**config.mk**
```make
export PLATFORM = sky130hd
export DESIGN_NAME = dmem_arbiter
export DESIGN_NICKNAME = d
export VERILOG_FILES = /design/src/rtl/dmem_arbiter.sv
export SDC_FILE = /design/constraint.sdc
export NUM_CORES = 1
export LEC_CHECK = 0
export ABC_AREA = 1
export BUFFER_PORTS_ARGS = -buffer_cell sky130_fd_sc_hd__buf_2
export CORE_AREA = 2 2 91 93
export DETAILED_ROUTE_END_ITERATION = 12
export DIE_AREA = 0 0 93 95
export GPL_TIMING_DRIVEN = 0
export SETUP_SLACK_MARGIN = 0.1
export SYNTH_ARGS = -nofsm -noshare
export SYNTH_HDL_FRONTEND = slang
export SYNTH_SLANG_ARGS = --single-unit
```
**constraint.sdc**
```tcl
create_clock -name clk -period 1.12 [get_ports clk]
set_input_delay 0.168 -clock clk [delete_from_list [all_inputs] [get_ports clk]]
set_output_delay 0.168 -clock clk [all_outputs]
set_load 0.05 [all_outputs]
```
**src/rtl/dmem_arbiter.sv**
```systemverilog
// dmem_arbiter: shares a single-port, write-first data memory between the CPU
// load/store stage (port 0) and the loader (port 1). Port 0 wins by default;
// a starvation guard hands port 1 one grant after STARVE_LIMIT consecutive
// port 0 wins while port 1 was waiting. Reads return one cycle after grant.
module dmem_arbiter #(
  parameter int ADDR_W       = 10,
  parameter int DATA_W       = 32,
  parameter int STARVE_LIMIT = 4
) (
  input  logic              clk,
  input  logic              rst,
  input  logic              req0,
  input  logic              we0,
  input  logic [ADDR_W-1:0] addr0,
  input  logic [DATA_W-1:0] wdata0,
  output logic              gnt0,
  output logic              rvalid0,
  output logic [DATA_W-1:0] rdata0,
  input  logic              req1,
  input  logic              we1,
  input  logic [ADDR_W-1:0] addr1,
  input  logic [DATA_W-1:0] wdata1,
  output logic              gnt1,
  output logic              rvalid1,
  output logic [DATA_W-1:0] rdata1,
  output logic              mem_en,
  output logic              mem_we,
  output logic [ADDR_W-1:0] mem_addr,
  output logic [DATA_W-1:0] mem_wdata,
  input  logic [DATA_W-1:0] mem_rdata,
  output logic [3:0]        starve_cnt
);

  localparam logic [3:0] LIMIT = 4'(STARVE_LIMIT);

  logic rd_pend;
  logic rd_own;

  // Arbitration: port 0 first unless port 1 has waited LIMIT port-0 wins.
  always_comb begin
    gnt0 = 1'b0;
    gnt1 = 1'b0;
    if (!rst) begin
      if (req0 && (!req1 || (starve_cnt < LIMIT))) begin
        gnt0 = 1'b1;
      end else if (req1) begin
        gnt1 = 1'b1;
      end
    end
  end

  // Memory request mux; idle cycles drive zeros so unrequested inputs never leak.
  always_comb begin
    mem_en    = 1'b0;
    mem_we    = 1'b0;
    mem_addr  = '0;
    mem_wdata = '0;
    if (gnt0) begin
      mem_en    = 1'b1;
      mem_we    = we0;
      mem_addr  = addr0;
      mem_wdata = wdata0;
    end else if (gnt1) begin
      mem_en    = 1'b1;
      mem_we    = we1;
      mem_addr  = addr1;
      mem_wdata = wdata1;
    end
  end

  // Consecutive port-0 wins while port 1 waits; cleared once port 1 is served or idle.
  always_ff @(posedge clk) begin
    if (rst) begin
      starve_cnt <= 4'd0;
    end else if (gnt1 || !req1) begin
      starve_cnt <= 4'd0;
    end else if (gnt0 && (starve_cnt < LIMIT)) begin
      starve_cnt <= starve_cnt + 4'd1;
    end
  end

  // Track the owner of an outstanding read; reset drops any read in flight.
  always_ff @(posedge clk) begin
    if (rst) begin
      rd_pend <= 1'b0;
      rd_own  <= 1'b0;
    end else begin
      rd_pend <= (gnt0 && !we0) || (gnt1 && !we1);
      if ((gnt0 && !we0) || (gnt1 && !we1)) begin
        rd_own <= gnt1;
      end
    end
  end

  // Steer returning read data to its owner; the other port sees zeros.
  always_comb begin
    rvalid0 = rd_pend && !rd_own;
    rvalid1 = rd_pend && rd_own;
    rdata0  = rvalid0 ? mem_rdata : '0;
    rdata1  = rvalid1 ? mem_rdata : '0;
  end

endmodule
```
; After elaboration in Yosys (flattened, before gate mapping)
; Index checks and enable logic that the tools add are counted.
[word_totals]
output_inout_bits = 116
wordCells = 34
input_bits = 122
reg_bits = 6
[classes]
n_reduce_logical = 14
magnitude_cmp = 1
add_sub_neg = 1
n_mux = 15
[ops]
columns = cell, n
row1 = two-way mux 32 bit, 4
row2 = two-way mux 10 bit, 2
row3 = two-way mux 1 bit, 9
row4 = logical AND 1 bit, 6
row5 = adder 4 x 1 -> 4 bit (second input constant), 1
row6 = zero test 1 bit, 4
row7 = less-than comparator 4 x 3 -> 1 bit (second input constant), 1
row8 = logical OR 1 bit, 3
row9 = OR reduction 2 bit, 1

; Longest topological paths before layout
; Gate-level depths: netlist of the first run.
[logic_depth]
depth_word = 7
depth_mapped = 7
mapped_depth_nobuf = 6

; Worst setup path after synthesis of the first run
; Ideal clock, no wire load.
[synth_timing]
kind = flip-flop to output port
from = register starve_cnt[2]
to = output mem_we
arrival_time_ns = 1.789
n_path_buf = 0
slack_ns = -0.837
required_ns = 0.952
stages_incl_launch_ff = 5
cell_sequence = dfxtp_1 -> o21ai_4 -> nand2_2 -> nand2_4 -> o22ai_1
[synth_via]
elab_chain_cells = 7
[synth_lines]
columns = item, line_no
row1 = "start, declared", 31  ; output logic [3:0] starve_cnt
row2 = "start signal, assigned", 78  ; starve_cnt <= starve_cnt + 4'd1;
row3 = less-than comparator 4 x 3 -> 1 bit *, 44  ; if (req0 && (!req1 || (starve_cnt < LIMIT))) begin
row4 = logical OR 1 bit *, 44
row5 = logical AND 1 bit *, 44
row6 = two-way mux 1 bit, 44
row7 = two-way mux 1 bit, 43  ; if (!rst) begin
row8 = two-way mux 1 bit, 63  ; end else if (gnt1) begin
row9 = two-way mux 1 bit *, 58  ; if (gnt0) begin
row10 = "end, declared", 27  ; output logic mem_we,
; Every way passes the cells marked *; elsewhere a longest branch is shown, timed or not.

; Worst setup path in the final report of the first run
[layout_timing]
from = register starve_cnt[3]
to = output mem_wdata[0]
[layout_via]
elab_chain_cells = 7
[layout_lines]
columns = item, line_no
row1 = less-than comparator 4 x 3 -> 1 bit *, 44
row2 = logical OR 1 bit *, 44
row3 = logical AND 1 bit *, 44
row4 = two-way mux 1 bit, 44
row5 = two-way mux 1 bit, 43
row6 = two-way mux 32 bit, 63
row7 = two-way mux 32 bit *, 58
row8 = "end, declared", 29  ; output logic [DATA_W-1:0] mem_wdata,
; Marked as above.

==> results.yml, run 1 <==
cts:
  clkLatencyLatePin_ns: 0.22
  cts_tree: "done"
  cts_root_buf: "clkbuf_8"
  clock_sinks: 6
  hold_buffers: 0
  htreeDepth: 1
  cts.path.max_buffers: 2
  clkSlewWorstSetupHoldPaths_ns: 0.04
  cts_buffers: 3
detailed_routing:
  drtIter0Drc: 58
  ant_nets: 0
  via_count: 2778
  remaining_drc_errors: 0
  wl_um: 9040
  via_per_inst: 4.22
  wire_per_inst_um: 13.7
  dr.pass1.iters: 4
global_route:
  track_usage_pct: 18.1
  grt_max_degree: 11
  grt_pass1_vias: 2732
  antenna_found_initial: 0
  grt_first_pass_wirelength_um: 13100
  overflow: 0
power_and_ir_drop:
  comb_power_share_pct: 79.8
  p_switching_mw: 1.44
  ir_drop_mv: 0.377
  p_total_mw: 2.87
  clock_power_share_pct: 12.1
  switching_share_pct: 50.2
  sequentialPowerShare_pct: 8.0
  power.density_mw_per_mm2: 536
  power.internal_mw: 1.43
  power_leakage_nw: 2.71
final_layout:
  num-fill-cells: 579
  n_antenna_cell: 0
  layout-drive-gt1-share_pct: 85.5
  fin_area_mm2: 0.00536
  area_delta_synth_final_pct: 298
  nets: 677
place:
  port_buffers: 237
  pre_cts_ws_ns: -0.424
  dp_hpwl_um: 5800
  routabilityCongestion: 0.728
  dpl-instance-area_mm2: 0.00368
yosys:
  ys_dominant_reg_cell: "dfxtp_1"
  synth_edf_count: 0
  synth_common_cells: "nand2_1, nor2_1, inv_1"
  synth_area_leader_cell: "nand2_1"
  yosysMostFrequentCell: "nand2_1"
  synth_area_mm2: 0.00135
  synth.top_cell.area_share_pct: 32.1
  yosys_warnings: 0
  syn_nets: 405
  syn_avg_cell_area_um2: 4.77
  ys_seq_area_share_pct: 8.92
  ys_types: 24
  synthTopCellsByArea: "nand2_1, nor2_1, inv_1"
  syn_inst: 282
  synth_seq_cells: 6
  synthArstFlopShare_pct: 0
sta:
  hold_viol_final: 0
  fin_crit_sh_pct: 148
  min_period_ns: 1.65
  setup_viol: 115
  worst_slack_ns: -0.532
  max_freq_mhz: 605
  slew_violations: 0
  finalClockSkew_ns: 0.00149
  rsz0062_at_grt: "true"
setup_path:
  cp-end-kind: "primary output"
  worstSetupPathType: "flip-flop to primary output"
  required_ns: 0.95
  path_cells: "o21ai_4 -> nand3_4 -> clkinv_8 -> buf_8 -> nand2_1 -> nand2_4 -> buf_8"
  max_stage_delay_ns: 0.34
  crit_fanout: 10
  critical_path.startpoint_type: "flip-flop"
  startpoint: "starve_cnt[3]"
  crit_path_frequent_cell: "buf_8"
  r2r-start: "starve_cnt[3]"
  crit_arrival_ns: 1.48
  slowest_stage: "dfxtp_4"
floorplanning:
  die_y_um: 95
  core_mm2: 0.00793
  die_x_um: 93
  ioPinCount: 238
  rows: 33
  start_util_pct: 17.0
  dieArea_mm2: 0.00884
worst_hold_path:
  min-delay-start: "we0"
  hp-class: "primary input to flip-flop"
run_status:
  status: "finished, violations left"
  violations: "negative setup slack"
run:
  drv_cap: 0
==> cells in the final DEF, fill, tap and decap left out, types with 2 or more instances in the layout <==
cell type,count
inv_1,41
clkbuf_8,3
dfxtp_4,4
buf_4,10
nand2_2,43
clkinvlp_4,2
buf_6,62
dfxtp_2,2
nor2_2,2
buf_8,61
clkbuf_16,11
nand2_4,61
clkinv_8,2
nand4_1,2
nand2_1,28
nor2_1,2
nor2_4,65
buf_2,122
buf_12,13
nand2_8,2
==> power groups by stage <==
stage	registers (mW)	logic (mW)	clock network, mW
4_1_cts	0.236	2.10	0.351
6_report	0.231	2.29	0.348
5_1_grt	0.232	2.39	0.357
2_1_floorplan	0.249	1.19	0
3_5_place_dp	0.235	1.64	0
3_3_place_gp	0.235	1.63	0
==> layer usage <==
layer	track usage, %	share of wire [%]
met1	18.9	33
met2	37.4	57
met3	4.15	8.8
met4	2.21	0.66
met5	0	0
==> through the flow <==
stage	utilization, %	hold WS [ns]	std cells	setup TNS, ns
CTS	62.6	0.243	644	-37.96
floorplan	-	0.339	282	-10.41
global route	67.6	0.299	658	-45.70
finish	67.6	0.242	658	-42.19
global placement	46.4	0.486	624	-22.78
detailed placement	46.4	0.476	624	-23.54
==> critical path, delay by kind of cell, from the launching register on <==
family,cells,cell delay (ns)
buffers and inverters,3,0.39
AOI/OAI and AO/OA,1,0.20
DFF,1,0.34
and+or+nand+nor,3,0.32
==> cell type report <==
cell class	count	area (um^2)	area share, %
repair buffers	267	2570	48.0
multi-input cells	216	1980	37.0
plain buffers	13	270	5.05
inverters	46	203	3.79
flip-flops and latches	6	138	2.57
well taps	105	131	2.45
clock buffers	4	45.0	0.841
repair inverters	1	16.3	0.304
==> final timing paths <==
kind,end,slack (ns),cells after the start
worst max-delay path,mem_wdata[0],-0.53,7
worst min-delay path,rd_own,0.24,5
worst max register to register,starve_cnt[1],-0.14,7
worst min register to register,starve_cnt[0],0.54,2
==> flip-flops by register name, summed over array words and instances (netlist names) <==
name	cells
rd_pend	1
rd_own	1
starve_cnt	4
==> kinds of logic after synthesis <==
| logic type | count (synthesis) | synth area share, % |
|---|---|---|
| xor gates and xnor gates | 1 | 0.651 |
| adders and majority gates | 1 | 0.929 |
| DFF | 6 | 8.92 |
| and+or+nand+nor | 208 | 63.7 |
| AOI/OAI and AO/OA | 5 | 2.88 |
| buffers and inverters | 60 | 22.7 |
| other | 1 | 0.279 |
==> repair_timing <==
action	4_1_cts	5_1_grt
setup endpoints to repair	116	119
pin swaps	12	9
gates cloned	6	2
buffers inserted	10	17
endpoints found under the hold margin	0	0
resized for setup	303	67
Power figures use the tool's default switching activity.
==> inputs of run 2 (changes only) <==
--- a/config.mk
+++ b/config.mk
@@ -7,10 +7,12 @@
 export LEC_CHECK = 0
 export ABC_AREA = 1
 export BUFFER_PORTS_ARGS = -buffer_cell sky130_fd_sc_hd__buf_2
-export CORE_AREA = 2 2 91 93
+export CELL_PAD_IN_SITES_DETAIL_PLACEMENT = 0
+export CELL_PAD_IN_SITES_GLOBAL_PLACEMENT = 1
+export CORE_UTILIZATION = 12
 export DETAILED_ROUTE_END_ITERATION = 12
-export DIE_AREA = 0 0 93 95
 export GPL_TIMING_DRIVEN = 0
+export PLACE_DENSITY_LB_ADDON = 0.1
 export SETUP_SLACK_MARGIN = 0.1
 export SYNTH_ARGS = -nofsm -noshare
 export SYNTH_HDL_FRONTEND = slang
==> results.yml, run 2 (synthesized netlist as in run 1, its figures left out) <==
final_layout:
  largest_register: "starve_cnt"
  mostFrequentLayoutCells: "buf_2, buf_8, nor2_4"
  mostFrequentLayoutCell: "buf_2"
  layout-drive-gt1-share_pct: 85.0
  nets: 673
  utilization_pct: 48.6
  n_antenna_cell: 0
  largest_reg_flops: 4
  area_delta_synth_final_pct: 293
  reg_top3: "starve_cnt x4, rd_own x1, rd_pend x1"
detailed_routing:
  wire_per_inst_um: 11.4
  wl_um: 7820
  drtIter0Drc: 51
  via_per_inst: 3.92
  via_count: 2695
  ant_nets: 0
  dr.pass1.iters: 3
  remaining_drc_errors: 0
cts:
  clock_sinks: 6
  clkSlewWorstSetupHoldPaths_ns: 0.04
  clkLatencyLatePin_ns: 0.22
  htreeDepth: 1
  cts.path.max_buffers: 2
  cts_buffers: 3
  cts_root_buf: "clkbuf_8"
  hold_buffers: 0
  cts_tree: "done"
setup_path:
  critical_path.startpoint_type: "flip-flop"
  required_ns: 0.95
  slowest_stage: "dfxtp_4"
  worstSetupPathType: "flip-flop to primary output"
  path_delay_family: "flip-flops"
  crit_arrival_ns: 1.46
  r2r_cells: 8
  rr_endpoint: "rd_own"
  path_cells: "o21ai_4 -> nand2_2 -> nand2_4 -> inv_8 -> buf_8 -> nand2_2 -> nand2_4 -> buf_8"
  max_stage_delay_ns: 0.35
  crit_fanout: 10
  cp-end-kind: "primary output"
  r2r-start: "starve_cnt[3]"
  r2r_setup_slack_ns: -0.13
  path_buf_inv: 3
floorplanning:
  rows: 38
  dieArea_mm2: 0.0116
  ioPinCount: 238
  die_x_um: 108
  die_y_um: 108
  start_util_pct: 12.4
  core_mm2: 0.0109
run_status:
  violations: "negative setup slack"
  status: "finished, violations left"
global_route:
  grt_max_degree: 11
  antenna_found_initial: 0
  grt_pass1_vias: 2638
  overflow: 0
  track_usage_pct: 12.6
  grt_first_pass_wirelength_um: 11700
worst_hold_path:
  hp-class: "primary input to flip-flop"
  hold_depth: 5
  worstHoldEndpoint: "rd_own"
  min-delay-start: "we0"
place:
  routabilityCongestion: 0.642
  dp_hpwl_um: 5900
  port_buffers: 237
power_and_ir_drop:
  p_switching_mw: 1.37
  p_total_mw: 2.76
  ir_drop_mv: 0.263
  power_leakage_nw: 2.60
  power.internal_mw: 1.39
  comb_power_share_pct: 79.9
  clock_power_share_pct: 11.7
  sequentialPowerShare_pct: 8.4
  power.density_mw_per_mm2: 522
  switching_share_pct: 49.7
sta:
  finalClockSkew_ns: 0.00273
  max_freq_mhz: 614
  hold_viol_final: 0
  slew_violations: 0
  fin_crit_sh_pct: 145
  min_period_ns: 1.63
  rsz0062_at_grt: "true"
  setup_viol: 113
  worst_slack_ns: -0.509
run:
  drv_cap: 0
[run 2: changes by cell type in the layout (fill, tap and decap cells not counted), moves of 2 or more]
cell | previous run | this run
buf_12 | 13 | 11
buf_4 | 10 | 8
buf_6 | 62 | 54
buf_8 | 61 | 71
nand2_1 | 28 | 30
nand2_2 | 43 | 52
nand2_4 | 61 | 50
[run 2: routing by layer]
metal  GRT usage, %  wire, um  part of all wire (%)  vias to the layer above
li1               -         -                     -                     1337
met1           12.2      2580                    33                     1211
met2           26.1      4450                    57                      138
met3           3.69       717                   9.2                        9
met4           1.86        74                  0.95                        0
met5              0         0                     0                        -
[run 2: how the worst max path moves through the flow]
stage               cells past startpoint            end  slack (ns)     startpoint
detailed placement                      7  mem_wdata[25]       -0.44  starve_cnt[3]
CTS                                     7  mem_wdata[24]       -0.52  starve_cnt[2]
floorplan                               6    mem_addr[0]       -0.25  starve_cnt[3]
global route                            7   mem_wdata[9]       -0.58  starve_cnt[3]
global placement                        7  mem_wdata[16]       -0.43  starve_cnt[3]
finish                                  8   mem_wdata[9]       -0.51  starve_cnt[3]
[run 2: power groups by stage]
stage / Clock (mW) / Sequential (mW) / Combinational [mW]
finish: 0.323 / 0.233 / 2.21
global route: 0.349 / 0.234 / 2.32
CTS: 0.339 / 0.236 / 2.14
detailed placement: 0 / 0.235 / 1.64
global placement: 0 / 0.235 / 1.64
floorplan: 0 / 0.249 / 1.19
[run 2: stage by stage]
stage / instance area [um^2] / TNS, ns / worst slack [ns] / hold WS [ns] / instances
final: 5300 / -39.36 / -0.509 / 0.263 / 688
after global placement: 3720 / -23.49 / -0.427 / 0.486 / 659
after global routing: 5300 / -45.83 / -0.579 / 0.280 / 688
after floorplan: 2360 / -10.41 / -0.252 / 0.339 / 282
after CTS: 5080 / -38.85 / -0.519 / 0.251 / 682
after detailed placement: 3720 / -24.11 / -0.436 / 0.493 / 659
[run 2: timing repair]
item / 4_1_cts / 5_1_grt
cloned: 6 / 1
endpoints found under the setup margin: 118 / 119
pin swaps: 13 / 12
hold endpoints to repair: 0 / 0
resized for setup: 318 / 48
setup buffers: 14 / 10
[run 2: worst reg2reg max path, stage by stage (launching register included)]
cell and delay (ns):
dfxtp_4 0.35, o21ai_4 0.20, nand2_2 0.10, buf_4 0.14
buf_4 0.13, o21ai_1 0.11, inv_1 0.05, nand2_1 0.06
inv_1 0.03
[run 2: cell type report]
type,count,area (um^2)
buffer,13,265
clock buffer,3,41.3
fill,1030,5590
inverter,46,203
multi-input combinational,216,1920
sequential,6,138
tap,140,175
timing repair buffer,264,2560
